$ cat src/rtl/k16_fb_fill_if.sv
// Bus bundle for the frame-buffer fill engine.
//   reg_*    : CPU register port (addr 0=START 1=COUNT 2=VALUE 3=CTRL/STATUS),
//              reg_dout is combinational read data.
//   fb_*     : frame-buffer write port driven by the engine (registered).
//   busy     : engine owns the frame-buffer write port.
//   done     : one-cycle pulse on normal fill completion.
// master = CPU/decoder side, slave = fill engine.
interface k16_fb_fill_if #(
  parameter int ADDR_WIDTH = 11,
  parameter int DATA_WIDTH = 16
);
  logic [1:0]            reg_addr;
  logic [DATA_WIDTH-1:0] reg_din;
  logic                  reg_write;
  logic [DATA_WIDTH-1:0] reg_dout;
  logic [ADDR_WIDTH-1:0] fb_waddr;
  logic [DATA_WIDTH-1:0] fb_din;
  logic                  fb_write;
  logic                  busy;
  logic                  done;

  modport master (
    output reg_addr, reg_din, reg_write,
    input  reg_dout, fb_waddr, fb_din, fb_write, busy, done
  );

  modport slave (
    input  reg_addr, reg_din, reg_write,
    output reg_dout, fb_waddr, fb_din, fb_write, busy, done
  );
endinterface

$ cat src/rtl/k16_fb_fill.sv
// Frame-buffer fill engine: writes a constant or incrementing word across
// COUNT consecutive frame-buffer addresses starting at START (wrapping).
// Ports:
//   clk   : system clock
//   reset : synchronous active-low reset
//   bus   : k16_fb_fill_if.slave (CPU registers + frame-buffer write port)
module k16_fb_fill #(
  parameter int ADDR_WIDTH = 11,
  parameter int DATA_WIDTH = 16
) (
  input  logic            clk,
  input  logic            reset,
  k16_fb_fill_if.slave    bus
);

  typedef enum logic [1:0] {IDLE, RUN, FINISH} state_t;

  localparam logic [ADDR_WIDTH:0] CNT_ONE = 1;

  state_t                state, state_nxt;

  logic [ADDR_WIDTH-1:0] start_r;
  logic [ADDR_WIDTH:0]   count_r;
  logic [DATA_WIDTH-1:0] value_r;
  logic                  incr;
  logic                  done_sticky;
  logic                  aborted;

  logic [ADDR_WIDTH-1:0] cur_addr;
  logic [ADDR_WIDTH:0]   remaining;
  logic [DATA_WIDTH-1:0] cur_val;

  logic [ADDR_WIDTH-1:0] fb_waddr_r;
  logic [DATA_WIDTH-1:0] fb_din_r;
  logic                  fb_write_r;
  logic                  busy_r;
  logic                  done_r;

  logic ctrl_wr, abort_wr, go_wr;
  logic load, do_write, do_abort, do_finish;

  // Abort has priority over go when both bits are set in one CTRL write.
  assign ctrl_wr  = bus.reg_write && (bus.reg_addr == 2'd3);
  assign abort_wr = ctrl_wr && bus.reg_din[DATA_WIDTH-1];
  assign go_wr    = ctrl_wr && bus.reg_din[0] && !bus.reg_din[DATA_WIDTH-1];

  always_ff @(posedge clk) begin
    if (!reset) state <= IDLE;
    else        state <= state_nxt;
  end

  always_comb begin
    state_nxt = state;
    load      = 1'b0;
    do_write  = 1'b0;
    do_abort  = 1'b0;
    do_finish = 1'b0;
    case (state)
      IDLE: begin
        if (go_wr) begin
          if (count_r == '0) begin
            state_nxt = FINISH;
          end else begin
            state_nxt = RUN;
            load      = 1'b1;
          end
        end
      end
      RUN: begin
        if (abort_wr) begin
          state_nxt = IDLE;
          do_abort  = 1'b1;
        end else begin
          do_write = 1'b1;
          if (remaining == CNT_ONE) state_nxt = FINISH;
        end
      end
      FINISH: begin
        do_finish = 1'b1;
        state_nxt = IDLE;
      end
      default: state_nxt = IDLE;
    endcase
  end

  always_ff @(posedge clk) begin
    if (!reset) begin
      start_r     <= '0;
      count_r     <= '0;
      value_r     <= '0;
      incr        <= 1'b0;
      done_sticky <= 1'b0;
      aborted     <= 1'b0;
      cur_addr    <= '0;
      remaining   <= '0;
      cur_val     <= '0;
      fb_waddr_r  <= '0;
      fb_din_r    <= '0;
      fb_write_r  <= 1'b0;
      busy_r      <= 1'b0;
      done_r      <= 1'b0;
    end else begin
      // Output flops follow the write decision, so busy covers exactly
      // the write cycles and drops on the abort/finish edge.
      fb_write_r <= do_write;
      busy_r     <= do_write;
      done_r     <= do_finish;

      // Parameter registers are only writable while the engine is idle.
      if (state == IDLE && bus.reg_write) begin
        case (bus.reg_addr)
          2'd0:    start_r <= bus.reg_din[ADDR_WIDTH-1:0];
          2'd1:    count_r <= bus.reg_din[ADDR_WIDTH:0];
          2'd2:    value_r <= bus.reg_din;
          default: ;
        endcase
      end

      if (state == IDLE && go_wr) incr <= bus.reg_din[1];

      if (load) begin
        cur_addr    <= start_r;
        remaining   <= count_r;
        cur_val     <= value_r;
        done_sticky <= 1'b0;
        aborted     <= 1'b0;
      end

      if (do_write) begin
        fb_waddr_r <= cur_addr;
        fb_din_r   <= cur_val;
        cur_addr   <= cur_addr + 1'b1;
        remaining  <= remaining - 1'b1;
        if (incr) cur_val <= cur_val + 1'b1;
      end

      if (do_finish) done_sticky <= 1'b1;
      if (do_abort)  aborted     <= 1'b1;
    end
  end

  always_comb begin
    bus.reg_dout = '0;
    case (bus.reg_addr)
      2'd0:    bus.reg_dout[ADDR_WIDTH-1:0] = start_r;
      2'd1:    bus.reg_dout[ADDR_WIDTH:0]   = count_r;
      2'd2:    bus.reg_dout                 = value_r;
      default: bus.reg_dout[3:0]            = {aborted, done_sticky, incr, busy_r};
    endcase
  end

  assign bus.fb_waddr = fb_waddr_r;
  assign bus.fb_din   = fb_din_r;
  assign bus.fb_write = fb_write_r;
  assign bus.busy     = busy_r;
  assign bus.done     = done_r;

endmodule

$ cat src/flat_wrapper.sv
// flat-port wrapper written by rule: the top's interface ports become plain ports
module k16_fb_fill_flat 
#(
  parameter int ADDR_WIDTH = 11,
  parameter int DATA_WIDTH = 16
)
  (clk, reset, bus_reg_addr, bus_reg_din, bus_reg_write, bus_reg_dout, bus_fb_waddr, bus_fb_din, bus_fb_write, bus_busy, bus_done);
  k16_fb_fill_if #(.ADDR_WIDTH(ADDR_WIDTH), .DATA_WIDTH(DATA_WIDTH)) bus_i ();
  input  logic clk;
  input  logic reset;
  input wire logic [$bits(bus_i.reg_addr)-1:0] bus_reg_addr;
  input wire logic [$bits(bus_i.reg_din)-1:0] bus_reg_din;
  input wire logic [$bits(bus_i.reg_write)-1:0] bus_reg_write;
  output wire logic [$bits(bus_i.reg_dout)-1:0] bus_reg_dout;
  output wire logic [$bits(bus_i.fb_waddr)-1:0] bus_fb_waddr;
  output wire logic [$bits(bus_i.fb_din)-1:0] bus_fb_din;
  output wire logic [$bits(bus_i.fb_write)-1:0] bus_fb_write;
  output wire logic [$bits(bus_i.busy)-1:0] bus_busy;
  output wire logic [$bits(bus_i.done)-1:0] bus_done;
  assign bus_i.reg_addr = bus_reg_addr;
  assign bus_i.reg_din = bus_reg_din;
  assign bus_i.reg_write = bus_reg_write;
  assign bus_reg_dout = bus_i.reg_dout;
  assign bus_fb_waddr = bus_i.fb_waddr;
  assign bus_fb_din = bus_i.fb_din;
  assign bus_fb_write = bus_i.fb_write;
  assign bus_busy = bus_i.busy;
  assign bus_done = bus_i.done;
  k16_fb_fill #(.ADDR_WIDTH(ADDR_WIDTH), .DATA_WIDTH(DATA_WIDTH)) u_core (.clk(clk), .reset(reset), .bus(bus_i));
endmodule
$ cat config.mk
export PLATFORM = sky130hd
export DESIGN_NAME = k16_fb_fill_flat
export DESIGN_NICKNAME = d
export VERILOG_FILES = /design/src/rtl/k16_fb_fill_if.sv /design/src/rtl/k16_fb_fill.sv /design/src/flat_wrapper.sv
export SDC_FILE = /design/constraint.sdc
export NUM_CORES = 1
export LEC_CHECK = 0
export ABC_AREA = 1
export CAP_MARGIN = 25
export CORE_MARGIN = 10
export CORE_UTILIZATION = 38
export DETAILED_ROUTE_END_ITERATION = 6
export GPL_TIMING_DRIVEN = 0
export SYNTH_ARGS = -nofsm -noshare
export SYNTH_HDL_FRONTEND = slang
export SYNTH_SLANG_ARGS = --single-unit
$ cat constraint.sdc
create_clock -name clk -period 1.8 [get_ports clk]
set_clock_uncertainty 0.2 [all_clocks]
set_input_delay 0.36 -clock clk [delete_from_list [all_inputs] [get_ports clk]]
set_output_delay 0.36 -clock clk [all_outputs]
set_load 0.05 [all_outputs]
# Word level (Yosys, flattened, before mapping)
# Index checks and enable logic that the tools add are counted.
dict set report totals {
  reg_bits 112
  output_inout_bits 46
  elab_cells 69
}
dict set report op_classes {
  addsub 3
  eq_ne 8
  n_mux 27
  n_reduce_logical 17
}
# operator count
set op_table {}
lappend op_table {{$mux 16} 3}
lappend op_table {{$mux 12} 2}
lappend op_table {{$mux 11} 2}
lappend op_table {{$pmux 7 s3} 1}
lappend op_table {{$add 16x1->16 const B} 1}
lappend op_table {{$eq 12x1->1 const B} 1}
lappend op_table {{$logic_not 12->1} 1}
lappend op_table {{$pmux 4 s3} 1}
lappend op_table {{$sub 12x1->12 const B} 1}
lappend op_table {{$add 11x1->11 const B} 1}
lappend op_table {{$mux 1} 11}
lappend op_table {{$mux 2} 4}
lappend op_table {{$reduce_and 2->1} 4}
lappend op_table {{$eq 2x2->1 const B} 3}
lappend op_table {{$logic_and 1x1->1} 6}
lappend op_table {{$reduce_bool 2->1} 3}
lappend op_table {{$eq 2x1->1 const B} 2}
lappend op_table {{$logic_not 2->1} 2}
lappend op_table {{$mux 4} 1}
lappend op_table {{$pmux 2 s2} 1}
lappend op_table {{$ne 3x1->1 const B} 1}
lappend op_table {{$ne 2x1->1 const B} 1}
lappend op_table {{$pmux 1 s2} 1}
lappend op_table {{$logic_not 1->1} 1}

# Depth between registers and ports, before layout
dict set report logic_depth {
  ltp_word 9
  depth_mapped 11
  depth_no_buf 10
}

# Worst setup path before layout
# Ideal clock, no wire load.
dict set report synth_path {
  kind {input to output}
  start {in bus_reg_addr[0]}
  end {out bus_reg_dout[0]}
  arrival_time_ps 2167
  setup_slack_ps -927
  stages 7
  n_path_buf 1
  path_cell_list {inv_1 > ha_1 > inv_1 > clkbuf_1 > o22ai_1 > a21oi_1 > o21ai_0}
}
dict set report synth_between {
  elab_chain_cells 2
  word_cells_on_any_way 4
}
# element line
set synth_rtl {}
lappend synth_rtl {{from (decl)} flat_wrapper.sv:11} ;# input wire logic [$bits(bus_i.reg_addr)-1:0] bus_reg_addr;
lappend synth_rtl {{$eq 2x2->1 (tied with other cells)} k16_fb_fill.sv:144} ;# case (bus.reg_addr)
lappend synth_rtl {{$pmux 4 s3 (*)} k16_fb_fill.sv:144}
lappend synth_rtl {{to (decl)} flat_wrapper.sv:14} ;# output wire logic [$bits(bus_i.reg_dout)-1:0] bus_reg_dout;
# Every way passes the cells marked *; elsewhere a longest branch is shown, timed or not.

# Worst setup path in the final report
dict set report layout_path {
  start {in bus_reg_addr[1]}
  end {out bus_reg_dout[2]}
}
# Same word-level chain as after synthesis.

==> impl_metrics.csv <==
group,metric,value,unit
run_status,status,"complete, but fails checks",
run_status,violations,"setup timing",
grt,grt_max_degree,20,
routing,wl,18900,um
routing,wire_per_inst,16.8,um
worst_setup_path,cp_cell_sequence,"buf_12 -> inv_12 -> ha_4 -> inv_4 -> clkbuf_16 -> o22ai_4 -> a21oi_4 -> o21ai_4 -> buf_6",
worst_setup_path,r2r_end,"u_core.cur_addr[5]$_SDFFE_PN0P_",
cts,cts_num_sinks,112,
worst_setup_path,critPathRequiredTime,1.24,ns
logic_synthesis,synth_top_family_by_area,"simple AND/OR/NAND/NOR gates",
cts,clock_path_buffers,2,
timing,fin_crit,1.96,ns
layout,design_area,7690,um2
routing,drc_errors,0,
worst_setup_path,critPathLaunchType,"input pin",
worst_setup_path,r2r_slack,-0.05,ns
timing,hold_viol,0,
place,portBuffers,65,
grt,antenna_found_initial,0,
place,dp_hpwl,13900,um
logic_synthesis,ys_types,37,
flow_run,maxCapViolCount,0,
cts,worstSkewPairLatency,0.37,ns
power_and_ir_drop,p_int,4040,uW
cts,cts_buffers,9,
routing,ant_nets,0,
floorplanning,row_count,44,
timing,tightestPinTransition,0.784,ns
worst_setup_path,worstPathMaxFanout,5,
routing,first_pass_iters,5,
logic_synthesis,yosysTopAreaCellShare,39.9,%
worst_setup_path,endpoint_kind,"output pin",
floorplanning,fp.dieW,142,um
cts,cts_hold_buf,0,
grt,first_global_vias,5328,
logic_synthesis,synthXorXnorAreaFrac,0.779,%
timing,setup_viol_count_final,23,
layout,final_cell_mix,"128 x nand2_1, 97 x dfxtp_1, 92 x nor2_1",
grt,track_usage,18.3,%
layout,final_nets,962,
timing,max_freq,511,MHz
timing,tns,-1.74,ns
logic_synthesis,synth_fa_ha_area_share,2.00,%
place,gp_congestion,0.912,
worst_setup_path,crit_start,"bus_reg_addr[1]",
routing,drt_iter0_markers,584,
place,post-place-cells,1082,
timing,rsz0062_at_grt,"yes",
power_and_ir_drop,power_frac_seq,46.0,%
worst_setup_path,reg2reg_depth,10,
routing,vias_per_cell,5.22,
logic_synthesis,ys_top_cells_by_area,"dfxtp_1 40%, nand2_1 10%, o21ai_0 7.7%, a21oi_1 7.7%, nand3_1 7.1%",
logic_synthesis,yosysWarnings,0,
place,placed_area,6690,um2
logic_synthesis,synth-simple-area-share,26.9,%
power_and_ir_drop,combPwrFrac,16.1,%
logic_synthesis,ys_ff_latch,112,
logic_synthesis,syn_nets,863,
timing,min_period_over_period,109,%
logic_synthesis,synthMuxAreaShare,0,%
logic_synthesis,synth.cell_area,5620,um2
power_and_ir_drop,power_density,739,nW/um2
cts,clkTransAtPathRegs,0.07,ns
timing,slew_headroom,47.7,%
power_and_ir_drop,ir_drop,0.000539,V
worst_hold_path,worstHoldPathType,"input pin to flip-flop",
timing,holdWs,0.153,ns
power_and_ir_drop,power.switching,1640,uW
floorplanning,dieArea,20100,um2
power_and_ir_drop,p_leak,0.00313,uW
cts,cts_tree,"done",
power_and_ir_drop,pwr-share-clk,37.9,%
floorplanning,core,14500,um2
worst_setup_path,arrival,1.40,ns
worst_setup_path,slowest_delay,0.17,ns
worst_setup_path,path_class,"input pin to output pin",
layout,antenna_cells,0,
cts,cts-root-buf,"clkbuf_16",
logic_synthesis,synth_compound_area_share,18.5,%
layout,mostFrequentLayoutCell,"nand2_1",
grt,grt_pass1_wl,29200,um
floorplanning,pin_count,67,
worst_setup_path,worst_path_max_delay_cell,"o22ai_4",
timing,drv_slew,0,
logic_synthesis,syn_avg_cell_area,6.75,um2
cts,htreeDepth,3,
floorplanning,die_h,142,um
worst_setup_path,cp-endpoint,"bus_reg_dout[2]",
layout,post_route_cells_drive_above_1_share,23.5,%
power_and_ir_drop,p_sw_share,28.8,%
routing,vias,5854,
grt,overflow,0,
logic_synthesis,syn_inst,833,
layout,syn_to_final_growth,36.8,%
layout,stdcell_count,1121,
timing,finalWorstSetupSlack,-0.155,ns
floorplanning,start_util,38.7,%
worst_setup_path,rr_startpoint,"u_core.count_r[3]$_SDFFE_PN0P_",
logic_synthesis,ys_seq_area_share,39.9,%
logic_synthesis,synth_top_cell_by_area,"dfxtp_1",
## repair_timing
action / in CTS / in global routing
endpoints found under the setup margin: 157 / 111
pin swaps: 18 / 29
resized for setup: 238 / 118
cloned: 2 / 1
buffers inserted: 13 / 9
## worst max-delay path: cells and delay by family
family          cells  cell delay, ns
fa+ha+maj           1            0.13
buf+inv             5            0.55
compound gates      3            0.36
## layout make-up
type	instances	area [um2]
Fill cell	1477	6840
Tap cell	184	230
Timing Repair Buffer	89	880
Inverter	105	452
Sequential cell	112	2270
Clock buffer	10	239
Multi-Input combinational cell	570	3180
Buffer	45	370
Clock inverter	6	75.1
## power by group through the flow
stage               Sequential [uW]  Combinational [uW]  Clock [uW]
floorplan                      2700                 439           0
global placement               2660                 735           0
detailed placement             2670                 735           0
CTS                            2610                 838        2170
global route                   2630                 987        2260
finish                         2620                 918        2150
## worst min-delay path by stage
stage                            startpoint                     endpoint  slack [ns]  depth (start not counted)
2_1_floorplan  u_core.state[0]$_SDFFE_PN0P_   u_core.bus.done$_SDFF_PN0_        0.21                          1
4_1_cts        u_core.state[0]$_SDFFE_PN0P_   u_core.bus.done$_SDFF_PN0_        0.25                          1
3_5_place_dp   u_core.state[0]$_SDFFE_PN0P_   u_core.bus.done$_SDFF_PN0_        0.24                          1
6_report                    bus_reg_din[15]  u_core.aborted$_SDFFE_PN0P_        0.15                          3
3_3_place_gp   u_core.state[0]$_SDFFE_PN0P_   u_core.bus.done$_SDFF_PN0_        0.23                          1
5_1_grt                     bus_reg_din[15]  u_core.aborted$_SDFFE_PN0P_        0.21                          3
## state kept, by name (all words and copies together), names as in the netlist
name / flops
u_core.aborted: 1
u_core.bus.done: 1
u_core.bus.fb_din: 16
u_core.bus.fb_waddr: 11
u_core.bus.fb_write: 1
u_core.count_r: 12
u_core.cur_addr: 11
u_core.cur_val: 16
u_core.done_sticky: 1
u_core.incr: 1
u_core.remaining: 12
u_core.start_r: 11
u_core.state: 2
u_core.value_r: 16
## routing by layer
metal | vias to the layer above | track usage, % | wire [um] | part of all wire [%]
li1 | 2921 | - | - | -
met1 | 2716 | 25.7 | 8950 | 47
met2 | 189 | 26.7 | 8260 | 44
met4 | 0 | 7.26 | 396 | 2.1
met5 | - | 0 | 0 | 0
met3 | 28 | 3.54 | 1270 | 6.7
## cell usage after synthesis (all sizes together)
master	n
o21ai	90
inv	105
a211oi	1
xnor2	1
dfxtp	112
buf	23
o21bai	1
xor2	4
o22ai	4
nand3	80
nor4	1
a31o	1
a221oi	1
nand4	6
nand3b	1
nor3	9
nand2	157
clkbuf	23
and2	1
nor3b	1
o221ai	7
nor2	103
a21oi	87
or2	1
a31oi	4
ha	9
## logic make-up (layout without fill, tap and decap cells)
kind of cell	count (synthesis)	after routing
AND/OR/NAND/NOR	360	360
AO/OA/AOI/OAI	196	196
buffers and inverters	151	255
flip-flops	112	112
adder cells (fa/ha/maj)	9	9
XOR/XNOR	5	5
## per-stage QoR
step	power [uW]	setup WS, ns	util [%]
2_1_floorplan	3140	-0.0284	-
3_3_place_gp	3400	-1.68	46.0
3_5_place_dp	3400	-1.66	46.0
4_1_cts	5620	-0.167	50.9
5_1_grt	5870	-0.210	52.9
6_report	5680	-0.155	52.9
Note: power is estimated with default switching activity, not from simulation.
